<file path="src/rtl/mmio_pkg.sv">
// Shared address map and serialiser state encoding for the store-side MMIO sink.
package mmio_pkg;

    localparam logic [31:0] MMIO_LED       = 32'h0000_1000;
    localparam logic [31:0] MMIO_UART_DATA = 32'h0000_1001;
    localparam logic [31:0] MMIO_OVF_CLR   = 32'h0000_1002;

    typedef enum logic [1:0] {
        ST_IDLE,
        ST_START,
        ST_DATA,
        ST_STOP
    } uart_state_t;

endpackage

</file>
<file path="src/rtl/sync_fifo.sv">
// Synchronous FIFO with show-ahead read; push into a full FIFO succeeds only alongside a pop.
// Zero-cycle read latency; never stalls the writer, push_ok reports whether the entry was taken.
module sync_fifo #(
    parameter int WIDTH = 8,
    parameter int DEPTH = 8
) (
    input  logic             clk,
    input  logic             rst,
    input  logic             push,
    input  logic [WIDTH-1:0] push_data,
    input  logic             pop,
    output logic [WIDTH-1:0] pop_data,
    output logic             full,
    output logic             empty,
    output logic             push_ok
);
    localparam int AW = $clog2(DEPTH);
    localparam logic [AW:0] PTR_ONE = (AW+1)'(1);

    logic [AW:0]      wr_ptr;
    logic [AW:0]      rd_ptr;
    logic [WIDTH-1:0] mem [DEPTH];
    logic             pop_ok;

    // Extra MSB on each pointer separates full from empty when the low bits match.
    assign empty    = (wr_ptr == rd_ptr);
    assign full     = (wr_ptr[AW] != rd_ptr[AW]) && (wr_ptr[AW-1:0] == rd_ptr[AW-1:0]);
    assign pop_ok   = pop && !empty;
    assign push_ok  = push && (!full || pop_ok);
    assign pop_data = mem[rd_ptr[AW-1:0]];

    always_ff @(posedge clk) begin
        if (push_ok) begin
            mem[wr_ptr[AW-1:0]] <= push_data;
        end
    end

    always_ff @(posedge clk or posedge rst) begin
        if (rst) begin
            wr_ptr <= '0;
            rd_ptr <= '0;
        end else begin
            if (push_ok) wr_ptr <= wr_ptr + PTR_ONE;
            if (pop_ok)  rd_ptr <= rd_ptr + PTR_ONE;
        end
    end

endmodule

</file>
<file path="src/rtl/mmio_store.sv">
// Decodes core stores into an LED register and a FIFO-buffered 8N1 UART transmitter.
// LED updates at the store edge, UART line drops two edges later; never back-pressures, drops and flags instead.
module mmio_store
    import mmio_pkg::*;
#(
    parameter int CLK_DIV    = 434,
    parameter int FIFO_DEPTH = 8
) (
    input  logic        clk,
    input  logic        rst,
    input  logic [31:0] mem_addr,
    input  logic [31:0] mem_data,
    input  logic        mem_we,
    output logic [7:0]  leds,
    output logic        uart_tx,
    output logic        tx_busy,
    output logic        tx_overflow
);
    localparam int CW = $clog2(CLK_DIV);
    localparam logic [CW-1:0] BIT_LAST = CW'(CLK_DIV - 1);
    localparam logic [CW-1:0] CNT_ONE  = CW'(1);

    uart_state_t  state;
    logic [7:0]   shreg;
    logic [2:0]   bit_idx;
    logic [CW-1:0] cnt;

    logic         led_we;
    logic         uart_we;
    logic         clr_we;
    logic         fifo_pop;
    logic         fifo_full;
    logic         fifo_empty;
    logic         push_ok;
    logic [7:0]   fifo_dout;
    logic         unused_data;

    assign led_we      = mem_we && (mem_addr == MMIO_LED);
    assign uart_we     = mem_we && (mem_addr == MMIO_UART_DATA);
    assign clr_we      = mem_we && (mem_addr == MMIO_OVF_CLR);
    assign unused_data = ^mem_data[31:8];

    assign fifo_pop = (state == ST_IDLE) && !fifo_empty;
    assign tx_busy  = (state != ST_IDLE) || !fifo_empty;

    sync_fifo #(
        .WIDTH (8),
        .DEPTH (FIFO_DEPTH)
    ) u_fifo (
        .clk       (clk),
        .rst       (rst),
        .push      (uart_we),
        .push_data (mem_data[7:0]),
        .pop       (fifo_pop),
        .pop_data  (fifo_dout),
        .full      (fifo_full),
        .empty     (fifo_empty),
        .push_ok   (push_ok)
    );

    always_ff @(posedge clk or posedge rst) begin
        if (rst) begin
            leds <= '0;
        end else if (led_we) begin
            leds <= mem_data[7:0];
        end
    end

    // A drop outranks a clear landing on the same edge.
    always_ff @(posedge clk or posedge rst) begin
        if (rst) begin
            tx_overflow <= 1'b0;
        end else if (uart_we && !push_ok) begin
            tx_overflow <= 1'b1;
        end else if (clr_we) begin
            tx_overflow <= 1'b0;
        end
    end

    // Line is registered from the current state, so it trails the state by one cycle.
    always_ff @(posedge clk or posedge rst) begin
        if (rst) begin
            state   <= ST_IDLE;
            shreg   <= '0;
            bit_idx <= '0;
            cnt     <= BIT_LAST;
            uart_tx <= 1'b1;
        end else begin
            case (state)
                ST_START: uart_tx <= 1'b0;
                ST_DATA:  uart_tx <= shreg[bit_idx];
                default:  uart_tx <= 1'b1;
            endcase

            case (state)
                ST_IDLE: begin
                    if (!fifo_empty) begin
                        shreg <= fifo_dout;
                        state <= ST_START;
                        cnt   <= BIT_LAST;
                    end
                end
                ST_START: begin
                    if (cnt == '0) begin
                        state   <= ST_DATA;
                        bit_idx <= '0;
                        cnt     <= BIT_LAST;
                    end else begin
                        cnt <= cnt - CNT_ONE;
                    end
                end
                ST_DATA: begin
                    if (cnt == '0) begin
                        cnt <= BIT_LAST;
                        if (bit_idx == 3'd7) begin
                            state <= ST_STOP;
                        end else begin
                            bit_idx <= bit_idx + 3'd1;
                        end
                    end else begin
                        cnt <= cnt - CNT_ONE;
                    end
                end
                ST_STOP: begin
                    if (cnt == '0) begin
                        state <= ST_IDLE;
                        cnt   <= BIT_LAST;
                    end else begin
                        cnt <= cnt - CNT_ONE;
                    end
                end
                default: state <= ST_IDLE;
            endcase
        end
    end

endmodule
</file>
<file path="config.mk">
export PLATFORM = sky130hd
export DESIGN_NAME = mmio_store
export DESIGN_NICKNAME = d
export VERILOG_FILES = /design/src/rtl/mmio_pkg.sv /design/src/rtl/sync_fifo.sv /design/src/rtl/mmio_store.sv
export SDC_FILE = /design/constraint.sdc
export NUM_CORES = 1
export LEC_CHECK = 0
export ABC_AREA = 1
export BUFFER_PORTS_ARGS = -buffer_cell sky130_fd_sc_hd__buf_4
export CAP_MARGIN = 5
export CORE_MARGIN = 10
export CORE_UTILIZATION = 51
export CTS_BUF_LIST = sky130_fd_sc_hd__clkbuf_16
export CTS_CLUSTER_DIAMETER = 150
export DETAILED_ROUTE_END_ITERATION = 6
export PLACE_DENSITY = 0.73
export SYNTH_ARGS = -nofsm -noshare
export SYNTH_HDL_FRONTEND = slang
export SYNTH_SLANG_ARGS = --single-unit
</file>
<file path="constraint.sdc">
create_clock -name clk -period 2.02 [get_ports clk]
set_input_delay 0.202 -clock clk [delete_from_list [all_inputs] [get_ports clk]]
set_output_delay 0.202 -clock clk [all_outputs]
set_load 0.02 [all_outputs]
</file>
# After elaboration in Yosys (flattened, before gate mapping)
# Memory sizes are Yosys's and may differ from the RTL's. A register that Yosys moved wholly into a read port is not among the register bits.
# Index checks and enable logic that the tools add are counted.
totals:
  word_cells: 73
  regBits: 32
  inputBits: 67
  out_inout_bits: 11
  ramBits: 64
  memories: 1
classes:
  n_eq_ne: 16
  n_reduce_logical: 22
  bitwise: 1
  magnitude_cmp: 1
  addsub: 4
  mux: 20
mem_list:
  columns: ["memory", "words", "word_bits", "read_ports", "rd_ports_with_merged_regs", "wr", "line", "source"]
  rows:
  - ["u_fifo.mem", 8, 8, 1, 1, 1, "sync_fifo.sv:22", "logic [WIDTH-1:0] mem [DEPTH];"]
ops:
  columns: ["op", "n"]
  rows:
  - ["equality test 32 x 13 -> 1 bit (second input constant)", 3]
  - ["2-to-1 mux 9 bit", 2]
  - ["one-hot mux 9 bit (2 select lines)", 1]
  - ["inequality test 2 bit (second input constant)", 6]
  - ["2-to-1 mux 2 bit", 5]
  - ["logical NOT 9 bit", 1]
  - ["2-to-1 mux 3 bit", 3]
  - ["subtractor 9 x 1 -> 9 bit (second input constant)", 1]
  - ["adder 4 x 1 -> 4 bit (second input constant)", 2]
  - ["logical AND 1 bit", 8]
  - ["one-hot mux 2 bit (4 select lines)", 1]
  - ["one-hot mux 3 bit (2 select lines)", 1]
  - ["nonzero test 2 bit", 3]
  - ["2-to-1 mux 1 bit", 5]
  - ["AND reduction 5 bit", 1]
  - ["equality test 2 bit (second input constant)", 2]
  - ["equality test 4 bit", 1]
  - ["less-than comparator 3 x 4 -> 1 bit (second input constant)", 1]
  - ["AND reduction 4 bit", 1]
  - ["adder 3 x 1 -> 3 bit (second input constant)", 1]
  - ["binary-select mux 1 bit (select 3 bit)", 1]
  - ["equality test 3 bit", 1]
  - ["equality test 3 bit (second input constant)", 1]
  - ["logical NOT 1 bit", 3]
  - ["8 further kinds", 9]

# Longest topological paths before layout
# Gate-level depths: netlist (run 1).
depth:
  ltp_word: 9
  mapped_depth: 10
  depth_no_buf: 9

# Hierarchy
# Synthesis (run 1) repeated with hierarchy kept, for this count alone.
unflattened:
  cells_unflattened: 512
  area_unflattened_um2: 4911.0
by_module_without_submodules:
  columns: ["mod", "seq_area_each_um2", "cells_per_inst", "area_per_inst_um2", "n_inst"]
  rows:
  - ["sync_fifo", 2122.0, 263, 3037.9, 1]
  - ["mmio_store", 808.3, 249, 1873.0, 1]

# Worst setup path after synthesis (run 1)
# OpenSTA, ideal clock, no wires.
synth_path:
  path_kind: "register to register"
  from: "reg state[0]"
  to: "mem u_fifo.mem[0][0] (enable)"
  required_time_ns: 1.650
  path_stages_with_launch: 7
  setup_ns: 0.370
  arrival_ns: 1.546
  setup_slack_ns: 0.104
  path_buffers: 0
  synth_period_minus_slack_ns: 1.916
  path_cell_list: "dfrtp_1 -> inv_1 -> ha_1 -> nor2_1 -> nand3_4 -> nand4_1 -> nor2_1"
synth_between:
  elab_chain_cells: 7
synth_rtl:
  columns: ["item", "line", "source"]
  rows:
  - ["start: declaration", "mmio_store.sv:23", "uart_state_t state;"]
  - ["start signal: assignment", "mmio_store.sv:83", "state <= ST_IDLE;"]
  - ["start signal: assignment", "mmio_store.sv:99", "state <= ST_START;"]
  - ["start signal: assignment", "mmio_store.sv:105", "state <= ST_DATA;"]
  - ["logical NOT 2 bit", "mmio_store.sv:43", "assign fifo_pop = (state == ST_IDLE) && !fifo_empty;"]
  - ["logical AND 1 bit", "mmio_store.sv:43", null]
  - ["logical AND 1 bit", "sync_fifo.sv:28", "assign pop_ok = pop && !empty;"]
  - ["logical OR 1 bit", "sync_fifo.sv:29", "assign push_ok = push && (!full || pop_ok);"]
  - ["logical AND 1 bit", "sync_fifo.sv:29", null]
  - ["2-to-1 mux 1 bit", "sync_fifo.sv:33", "if (push_ok) begin"]
  - ["2-to-1 mux 1 bit (implied by the code)", "sync_fifo.sv:34", "mem[wr_ptr[AW-1:0]] <= push_data;"]
  - ["end: declaration", "sync_fifo.sv:22", null]
# No other way between the ends.

# Worst setup path in the final report (run 1)
layout_path:
  from: "reg u_fifo.rd_ptr[0]"
  to: "out tx_busy"
layout_between:
  elab_chain_cells: 3
layout_rtl:
  columns: ["item", "line", "source"]
  rows:
  - ["start: declaration", "sync_fifo.sv:21", "logic [AW:0] rd_ptr;"]
  - ["start signal: assignment", "sync_fifo.sv:44", "if (pop_ok) rd_ptr <= rd_ptr + PTR_ONE;"]
  - ["equality test 4 bit", "sync_fifo.sv:26", "assign empty = (wr_ptr == rd_ptr);"]
  - ["logical NOT 1 bit", "mmio_store.sv:44", "assign tx_busy = (state != ST_IDLE) || !fifo_empty;"]
  - ["logical OR 1 bit", "mmio_store.sv:44", null]
  - ["end: declaration", "mmio_store.sv:16", "output logic tx_busy,"]
# No other way between the ends.

==> results.txt, run 1 <==
The count of placed standard cells in the final layout, fillers left out is ~740. Timing would allow up to 539 MHz. The source of the worst register-to-register timing path is state[0]. The signal on the critical path passes through nand2_1, nand2_2, nor2_8, buf_4, nand3_4, buf_4.

In this run the most critical hold path is launched from mem_data[5]. The number of distinct library cell variants in the gate-level netlist after synthesis is 33. The biggest cell delay along the critical path is 0.49 ns. The overall overflow remaining after global route is 0. The growth of design area from synthesis to finish came out at 20.1%. For this run, the number of Yosys warnings is 0. The final setup skew is 0.0104 ns. The final estimated routing congestion in global placement came out at 0.809. The number of levels in the clock H-tree came out at 3. The average instance area after synthesis came out at 9.32 sq um.

The global-route wire length before repair came out at 17800 um. 0 antenna diodes ended up in the layout. In the routed layout, each cell is associated on average with a via count of around 5.0. The standby leakage power came out at 0.00264 uW. The initial antenna violation count is 0.

The maximum VDD drop came out at 0.528 mV. The power per standard cell area is 755 nW/um^2. The tree is rooted in a clkbuf_16. The worst register-to-register path has a depth of 7. Entering global routing, the biggest net connects 41 pins. The end point of the worst hold path is u_fifo.mem[5][5].

The final core utilization is 0.638. The number of cell rows is 35. For the worst-skew pair, the clock arrives at the later sink with an insertion delay of 0.35 ns. The global routing stage identified its most utilized layer as met2.

For the pin with the worst max-slew slack, the measured transition is 0.510 ns. After detailed routing, the average wire length per cell comes to roughly 14 um. TritonCTS built the clock tree.

The remaining antenna violation count after routing is 0. After synthesis the cells add up to 4950 sq um. Of the cells placed in the final design, the portion with a size suffix greater than 1 is 0.204. The flop and latch count out of synthesis came out at about 100. The minimum hold slack came out at between 0.09 and 0.1 ns. The HPWL after detailed placement is 7540 um. The clock period minus final worst setup slack came out at ~1.9 ns. The prevailing post-synth register cell is edfxtp_1. The layout net count came out at 681. The violation count after the first detailed-route iteration came out at 242.

The met3 usage is 0.0400. The critical path is of the reg -> out type. The count of max-cap constraint violations came out at 0. The total area inside the core boundary comes to 9330 sq um. The die is 119 um tall. For this block, the via count after detailed routing is around 3700. The capture point of the worst reg-to-reg path is u_fifo.mem[4][4]. The number of endpoints failing setup at the final stage came out at 0. For this run, asynchronously set or reset flops after synthesis account for 0.385. The initial utilization of the core area, before any placement, comes to 0.531. The clock transition time at the flip-flop clock pins of the worst setup and hold paths came out at 0.08 ns. The worst hold path belongs to the class in -> reg. The clock buffer count from CTS came out at 9.

The startpoint type of the worst setup path is a register. The total chip power is 4490 uW. The flow ran to the end, and the final reports show no timing, DRC or antenna violations. The via count of the first global-routing pass is 3763. The residual DRC count is 0. The final-report max-slew violation count is 0. For this run, the total global-route usage over all layers was measured as 0.152.

The number of cells on the worst hold path is 1. Counting stages on the worst path, the most repeated cell is buf_4. The required time at the endpoint of the critical path is 1.82 ns.

After technology mapping, the gate count stands at 531. The number of buffers on the longest clock path is 2. Dividing the final minimum period by the clock period gives 0.918. The first-pass detailed-route iteration total is 5. The signal arrival time at the worst endpoint is 1.65 ns. In this run the register-to-register setup slack is 0.18 ns. The met2 demand-to-capacity share in global routing is 0.266. The global routing met1 resource utilization is 0.181. The sequential area share after synthesis came out at 0.592. The area enclosed by the die boundary came out at 14000 sq um. In this run, synthesis inferred 64 flip-flops with an integrated enable. The placed instance count is 715. The final layout contains routed wiring with a total length of 10500 um.

For this design, the slowest cell found on the critical path is dfrtp_2. The maximum fanout along the worst path came out at 9. For this design the top-level I/O count stands at 78. The remaining max-slew budget at the tightest pin came out at 0.660. The synthesized netlist net count is between 600 and 700. The worst setup path is captured at an output port. The quantity of I/O buffers inserted on ports came out at 53. Setup repair after global routing left no endpoint under its margin. The die is between 100 and 150 um wide. The total negative slack for setup checks is 0 ns. The tree built by TritonCTS fans out to 104 sinks.

The count of endpoints failing hold in the final timing report came out at 0.
## layout make-up
type / instances / area, sq um
fill: 733 / 3380
sequential: 104 / 2930
multi-input combinational: 372 / 1780
timing repair buffer: 79 / 608
clock buffer: 9 / 225
tap: 129 / 161
inverter: 38 / 145
clock inverter: 7 / 97.6
## flip-flops by register name, summed over array words and instances, names as in the netlist
register / flops
leds: 8
cnt: 9
u_fifo.mem: 64
u_fifo.rd_ptr: 4
uart_tx: 1
bit_idx: 3
tx_overflow: 1
u_fifo.wr_ptr: 4
shreg: 8
state: 2
## how the worst max path moves through the flow
| stage | cells past startpoint | slack (ns) | from | endpoint |
|---|---|---|---|---|
| final | 6 | 0.17 | u_fifo.rd_ptr[0] | tx_busy |
| after global routing | 7 | 0.07 | state[0] | u_fifo.mem[4][4] |
| after CTS | 7 | 0.03 | u_fifo.wr_ptr[0] | tx_busy |
| after detailed placement | 7 | 0.20 | state[0] | u_fifo.mem[4][7] |
| after global placement | 7 | 0.22 | state[0] | u_fifo.mem[4][7] |
| after floorplan | 6 | 0.10 | state[0] | u_fifo.mem[0][0] |
## timing repair
action / CTS / global route
hold buffers: 1 / 0
setup buffers: 0 / 6
cloned: 0 / 0
resized for setup: 2 / 1
hold endpoints to repair: 8 / 0
setup endpoints to repair: 1 / 1
pin swaps: 0 / 1
## synth_stat cells, types with 3 or more instances
library cell	number	area, sq um
dfrtp_1	34	851
inv_2	3	11.3
buf_6	3	33.8
ha_1	10	125
inv_1	33	124
buf_2	4	20.0
o21ai_1	8	40.0
o22ai_1	3	18.8
nor2_1	101	379
nand2_1	144	541
nand2_2	3	18.8
o21ai_0	40	200
edfxtp_1	64	1920
dfstp_2	6	158
clkbuf_1	8	30.0
o211ai_1	3	22.5
nand4_1	5	31.3
xor2_1	6	52.6
o21ai_2	3	26.3
nand3_1	33	165
## kinds of logic (layout without fill, tap and decap cells)
kind of cell	count (synthesis)	after routing	synth area share
buf+inv	55	133	0.0493
compound gates	60	60	0.0683
simple gates	295	295	0.251
fa+ha+maj	10	10	0.0253
xor+xnor	7	7	0.0139
flops	104	104	0.592
## metrics by stage
stage	area [sq um]	worst slack, ns
after CTS	5900	0.0284
after global routing	5950	0.0662
after global placement	5570	0.223
after floorplan	4950	0.104
final	5950	0.165
after detailed placement	5570	0.199
## worst max-delay path: cells and delay by family, from the launching register on
kind / cells / cell delay (ns)
DFF: 1 / 0.49
buffers and inverters: 2 / 0.34
and+or+nand+nor: 4 / 0.47
## where the power goes
part           internal [uW]  switching [uW]  leakage (uW)
clock network           1000             840      0.000159
registers               2330            34.0       0.00111
logic                    127             155       0.00138
total                   3460            1030       0.00264
## cells in the final DEF, fill, tap and decap left out, types with 8 or more instances in the layout
cell type / n
edfxtp_1: 64
nand2_1: 144
nor2_1: 101
nand3_1: 33
o21ai_0: 40
inv_1: 33
clkbuf_16: 9
o21ai_1: 8
buf_4: 77
ha_1: 10
dfrtp_1: 31
## metal layers
| layer | part of all wire | up-vias |
|---|---|---|
| met4 | 0.0053 | 0 |
| met3 | 0.046 | 4 |
| met5 | 0 | - |
| li1 | - | 1883 |
| met2 | 0.53 | 77 |
| met1 | 0.42 | 1708 |
Power figures use the tool's default switching activity.
==> run 2: changes to the inputs <==
--- a/config.mk
+++ b/config.mk
@@ -6,7 +6,7 @@
 export NUM_CORES = 1
 export LEC_CHECK = 0
 export ABC_AREA = 1
-export BUFFER_PORTS_ARGS = -buffer_cell sky130_fd_sc_hd__buf_4
+export BUFFER_PORTS_ARGS = -buffer_cell sky130_fd_sc_hd__buf_2
 export CAP_MARGIN = 5
 export CORE_MARGIN = 10
 export CORE_UTILIZATION = 51
==> run 2 against run 1 <==
- first-iteration DRC count shrank 26%
- clock power decreased by 7%
- sequential cell count unchanged
- cell area is 3.2% lower
- core utilization down 2.0 points
- critical path type is now reg -> reg
- largest cell class unchanged
- highest routed layer unchanged
==> results.txt, run 2 (synthesis results as in run 1) <==
The met2 routed wirelength is 5400 um (-3.3%). The number of vias per cell after detailed routing is 5.05 (+1.5%). The via count of the first global-routing pass is 3685 (-2.1%). The switching power came out at 1020 uW (-0.78%). The average wire per standard cell came out at 14.1 um (-1.5%). The detailed-placement wirelength estimate is 7360 um (-2.3%).

The CTS tree is done. The required time at the endpoint of the critical path is 2.07 ns (+0.25 ns). The total global routing track utilization came out at 0.146 (-0.00615). The largest net degree at the start of global routing came to 41 (unchanged). The die height came to 119 um (unchanged). The share of total power in combinational logic came to 0.060 (-0.003).

The total clock sinks came out at 104 (unchanged). The first-pass detailed-route iteration total is 4 (-1). The number of cell rows came out at 35 (unchanged).

The routed wire length is 10300 um (-1.9%). The category of the most critical setup path is reg -> reg. The residual DRC count is 0 (unchanged).

The detailed-route via count is 3711 (+1.1%). The number of buffers on the longest clock path is 2 (unchanged). The run finished with clean final reports. The global-route wire length before repair is 17200 um (-3.8%). The slack of the worst reg-to-reg path is 0.11 ns (-0.07 ns).

The initial antenna violation count came out at 0 (unchanged). The share of final-layout standard cells stronger than drive strength 1 was 0.196 (-0.00724). The switching share of total power came out at 0.235 (+0.00604).

The clock transition time at the flip-flop clock pins of the worst setup and hold paths came to 0.08 ns (about the same). The growth of design area from synthesis to finish came out at 16.3%. The number of top-level pins came out at 78 (unchanged). The power per standard cell area came out at 754 nW/um^2 (-0.16%). The area enclosed by the die boundary is 14000 sq um (unchanged).

The die outline width came to 119 um (unchanged). The startpoint identified for the worst register-to-register timing path is state[0]. Tracing the worst setup path back leads to its startpoint at state[0]. The clock period minus final worst setup slack was 1.91 ns (+0.0563 ns). The routed length on met1 is 4420 um (+0.39%). The effective utilization at floorplan was 0.531 (unchanged).

The startpoint of the lowest-slack hold path is mem_data[7]. The final-report max-slew violation count came out at 0 (unchanged). The number of antenna repair diodes was 0 (unchanged).

The maximum fanout along the worst path came to 8 (-1). The worst hold path belongs to the class in -> reg. The quantity of I/O buffers inserted on ports is 53 (unchanged). The fraction of power consumed by sequential logic came to 0.544 (+0.017). The maximum VDD drop came out at 0.562 mV (+6.5%). The total negative slack for setup checks is 0 ns (unchanged). The clock buffer count from CTS came to 9 (unchanged). The count of endpoints failing hold in the final timing report is 0 (unchanged). The clock latency of the later-clocked register in the worst-skew pair is 0.35 ns (about the same). The core region area came out at 9330 sq um (unchanged). The layout net count came out at 678 (-0.44%). STA classifies the critical path startpoint as a register. Signal routing reaches up to met4. The final estimated routing congestion in global placement came out at 0.814 (+0.69%).

The internal power is 3320 uW (-4.1%). The actual transition at the worst max-transition pin is 0.531 ns (+0.0203 ns). The remaining max-slew budget at the tightest pin is 0.646 (-0.0135). The clock network fraction of total power is 0.396 (-0.015). The leading cell type in the layout, fill and taps excluded is nand2_1. The worst setup path is captured at a register. Leaving out fill and tap cells, the most frequent cells in the layout are nand2_1 (144), nor2_1 (101), edfxtp_1 (64). The number of endpoints failing setup at the final stage is 0 (unchanged). The final setup skew is 0.0126 ns (+0.00222 ns).

The total chip power is 4340 uW (-3.3%). The number of levels in the clock H-tree is 3 (unchanged). Setup repair after global routing left no endpoint under its margin. The standby leakage power is 0.00258 uW (-2.3%). The final core utilization is 0.617 (-0.0203).

The signal arrival time at the worst endpoint is 1.96 ns (+0.31 ns). The remaining antenna violation count after routing came out at 0 (unchanged). The highest achievable clock rate is 523 MHz (-2.9%). The share of the clock period used by the worst path is 0.946 (+0.0279). The count of max-cap constraint violations came out at 0 (unchanged). The violation count after the first detailed-route iteration was 178 (-26%). The root buffer selected by CTS is clkbuf_16. The routed wire length on met3 was 392 um (-20%). The number of flip-flops in the largest register is 64 (unchanged). The overall overflow remaining after global route was 0 (unchanged).
## run 2: cell count changes in the layout (fill, tap and decap cells not counted), sizes merged
cell / before / now
bufinv: 1 / 0
buf: 78 / 75
inv: 41 / 42
## run 2: critical path, cell delays in order (launching register included)
cell	delay [ns]
dfrtp_1	0.42
inv_1	0.13
ha_1	0.20
nor2_1	0.08
nand3_4	0.13
nand4_1	0.24
nor2_1	0.21
buf_4	0.22
## run 2: final timing paths
| check | to | cells after the start |
|---|---|---|
| worst max-delay path | u_fifo.mem[0][1] | 7 |
| worst min-delay path | u_fifo.mem[4][7] | 1 |
| worst max register to register | u_fifo.mem[0][1] | 7 |
| worst min register to register | leds[2] | 2 |
| max in group asynchronous | cnt[8] | 4 |
| min in group asynchronous | leds[0] | 4 |
## run 2: layer usage
metal,vias to the layer above,track usage
met4,0,0.0466
met1,1757,0.174
met3,11,0.0267
met5,-,0
met2,67,0.261
li1,1876,-
## run 2: power groups by stage
stage | Combinational [uW] | Sequential, uW | Clock, uW
after floorplan | 157 | 2400 | 0
after global placement | 244 | 2410 | 0
after detailed placement | 256 | 2410 | 0
after CTS | 260 | 2360 | 1730
after global routing | 304 | 2370 | 1840
final | 260 | 2360 | 1720
## run 2: repair_timing
action	in CTS	in global routing
buffers inserted	0	5
setup endpoints to repair	0	1
resized for setup	0	1
endpoints found under the hold margin	19	0
hold buffers	1	0
## run 2: cell type report
cell class	instances	area (sq um)
sequential	104	2930
inverter	38	145
tap	129	161
clock inverter	7	78.8
fill	749	3570
clock buffer	9	225
multi-input combinational	372	1780
timing repair buffer	76	440
## run 2: stage by stage
step | std cells | hold slack (ns) | setup slack [ns] | cell area (sq um)
after global routing | 735 | 0.151 | 0.0218 | 5760
after global placement | 713 | 0.349 | 0.264 | 5410
final | 735 | 0.137 | 0.109 | 5760
after CTS | 730 | 0.138 | 0.0754 | 5720
after floorplan | 531 | 0.301 | 0.104 | 4950
after detailed placement | 713 | 0.359 | 0.235 | 5410
==> run 3: changes to the inputs <==
==> constraint.sdc (replaced) <==
create_clock -name clk -period 1.6 [get_ports clk]
set_input_delay 0.16 -clock clk [delete_from_list [all_inputs] [get_ports clk]]
set_output_delay 0.16 -clock clk [all_outputs]
set_load 0.02 [all_outputs]
==> run 3 against run 2 <==
- the run now ends with setup timing left
- die area did not move
- setup slack got worse by 0.16 ns
- combinational power increased by 43%
- largest power group unchanged
- highest routed layer unchanged
==> results.txt, run 3 (synthesis results as in run 1) <==
The number of buffers on the longest clock path came out at 2 (unchanged). The number of vias per cell after detailed routing came out at 5.11 (+1.2%). The largest net degree at the start of global routing was 41 (unchanged).

The detailed-route via count came out at 3923 (+5.7%). The total global routing track utilization came to 0.161 (+0.0142). The total negative slack for setup checks came out at -1.43 ns (-1.43 ns).

The residual DRC count is 0 (unchanged). The effective utilization at floorplan came out at 0.531 (unchanged). The remaining max-slew budget at the tightest pin came out at 0.647 (+0.000780).

The count of endpoints failing hold in the final timing report came to 0 (unchanged). The cell sitting at the root of the clock tree is a clkbuf_16. The worst setup path is of the reg -> out kind.

Setup repair after global routing could not meet its margin everywhere. The number of endpoints failing setup at the final stage is 49 (+49). The switching share of total power came out at 0.248 (+0.0125). The slack of the worst reg-to-reg path came to -0.05 ns (-0.16 ns). The first-pass detailed-route iteration total came to 5 (+1). The capture point of the worst reg-to-reg path is u_fifo.mem[6][3]. The share of total power in combinational logic came out at 0.066 (+0.006).

The violation count after the first detailed-route iteration is 376 (+110%). The clock buffer count from CTS is 9 (unchanged). The final setup skew was 0.0122 ns (-0.000395 ns). The count of filler cells inserted in the layout is 699 (-6.7%). The share of the clock period used by the worst path is 1.03.

The overall overflow remaining after global route came out at 0 (unchanged). The number of cells on the worst hold path is 3 (+2). The average wire per standard cell is 14.8 um (+5.4%). The global-route wire length before repair is 18500 um (+7.6%). The standby leakage power came out at 0.00277 uW (+7.1%).

The number of flip-flops in the largest register is 64 (unchanged). The actual transition at the worst max-transition pin came out at 0.529 ns (-0.00117 ns). Traced cell by cell, the critical path runs through xor2_4, buf_6, nor2_4, nand3_4, buf_6.

The clock network fraction of total power is 0.404 (+0.008). The remaining antenna violation count after routing is 0 (unchanged). The maximum fanout along the worst path is 2 (-6). The final-report max-slew violation count is 0 (unchanged). The internal power was 4240 uW (+28%). The growth of design area from synthesis to finish came out at 27.0%.

The layout net count came out at 711 (+4.9%). The final reports fail on setup timing. The number of levels in the clock H-tree is 3 (unchanged). The highest achievable clock rate is just over 600 MHz. The startpoint identified for the worst hold timing path is mem_we.

The clock latency of the later-clocked register in the worst-skew pair is 0.35 ns (about the same). The signal arrival time at the worst endpoint is 1.49 ns (-0.47 ns). The number of top-level pins is 78 (unchanged). The library cell used most frequently in the layout, excluding fill and tap cells, is nand2_1. The slowest stage of the critical path belongs to the cell dfrtp_2.

The flow ran to the end, but the final reports show violations. The initial antenna violation count came to 0 (unchanged). The die height came out at 119 um (unchanged). In the layout the commonest cells are nand2_1 (138), nor2_1 (89), edfxtp_1 (64).

The die outline width was 119 um (unchanged). The routed wire length came out at 11400 um (+10%). STA classifies the critical path startpoint as a register. The number of cell rows came out at 35 (unchanged). The worst reg2reg path depth is 7 (unchanged).

The cell repeated most along the worst path is buf_6. The core region area came out at 9330 sq um (unchanged). STA classifies the critical path endpoint as an output port. The area enclosed by the die boundary came out at 14000 sq um (unchanged). The via count of the first global-routing pass is 3893 (+5.6%).

The power per standard cell area is 895 nW/um^2 (+19%). The final core utilization is 0.674 (+0.0567). The detailed-placement wirelength estimate is 7910 um (+7.4%). The startpoint identified for the worst register-to-register timing path is u_fifo.wr_ptr[2]. The final estimated routing congestion in global placement came out at 0.866 (+6.4%). The clock transition time at the flip-flop clock pins of the worst setup and hold paths came out at 0.08 ns (about the same). The clock period minus final worst setup slack is 1.65 ns. The required time at the endpoint of the critical path is 1.44 ns (-0.63 ns). The number of antenna repair diodes came to 0 (unchanged). The total clock sinks came out at 104 (unchanged).

The quantity of I/O buffers inserted on ports came out at 53 (unchanged). The worst setup margin came out at -0.0498 ns (-0.159 ns). The share of final-layout standard cells stronger than drive strength 1 is 0.290 (+0.0931).

The path class of the tightest hold or removal check is in -> reg. The fraction of power consumed by sequential logic came out at 0.530 (-0.014). The count of max-cap constraint violations was 0 (unchanged). TritonCTS built the clock tree. The path with the worst hold slack has its endpoint at u_fifo.wr_ptr[2]. The switching power is 1390 uW (+37%).

The maximum VDD drop is 0.810 mV (+44%). The biggest cell delay along the critical path is 0.45 ns (+0.03 ns).
-- run 3: cell type report --
type                       instances  area (sq um)  area share
timing repair buffer             109           769       0.122
inverter                          38           148      0.0235
tap                              129           161      0.0257
clock inverter                     7          96.3      0.0153
multi-input combinational        372          1950       0.310
sequential                       104          2940       0.467
clock buffer                       9           225      0.0358
-- run 3: what timing repair did --
action,in CTS,in global routing
hold buffers,1,0
endpoints found under the setup margin,62,89
buffers inserted,4,5
resized for setup,19,28
endpoints found under the hold margin,34,0
pin swaps,6,14
-- run 3: worst max-delay path: cells and delay by family, from the launching register on --
family,cells,cell delay (ns)
and+or+nand+nor,2,0.22
buffers and inverters,2,0.26
xor gates and xnor gates,1,0.20
DFF,1,0.45
-- run 3: worst max-delay path by stage --
| stage | from | endpoint | depth (start not counted) |
|---|---|---|---|
| global placement | mem_addr[3] | u_fifo.mem[3][3] | 8 |
| detailed placement | mem_addr[3] | u_fifo.mem[3][3] | 8 |
| CTS | u_fifo.rd_ptr[2] | u_fifo.mem[4][6] | 7 |
| global route | u_fifo.wr_ptr[2] | u_fifo.mem[0][7] | 6 |
| finish | u_fifo.wr_ptr[2] | tx_busy | 5 |
| floorplan | u_fifo.rd_ptr[1] | u_fifo.mem[2][0] | 8 |
-- run 3: per-layer routing --
metal / up-vias / track usage / wire, um
met1: 1829 / 0.195 / 4800
met3: 20 / 0.0400 / 648
met5: - / 0 / 0
met4: 0 / 0.0412 / 148
li1: 1955 / - / -
met2: 119 / 0.279 / 5780
-- run 3: power by group through the flow --
stage	registers [uW]	clock network (uW)	logic, uW
after floorplan	3030	0	200
after global placement	3040	0	319
after detailed placement	3040	0	334
after CTS	2990	2300	344
after global routing	3000	2410	425
final	2990	2270	371
-- run 3: per-stage QoR --
stage          cells  hold slack (ns)  area, sq um  power [uW]  setup slack, ns
2_1_floorplan    531            0.259         5030        3230           -0.199
3_3_place_gp     742            0.305         5720        3360          -0.0743
3_5_place_dp     742            0.314         5720        3380           -0.144
4_1_cts          763           0.0977         6170        5630          -0.0648
5_1_grt          768            0.127         6290        5830           -0.135
6_report         768            0.126         6290        5630          -0.0498
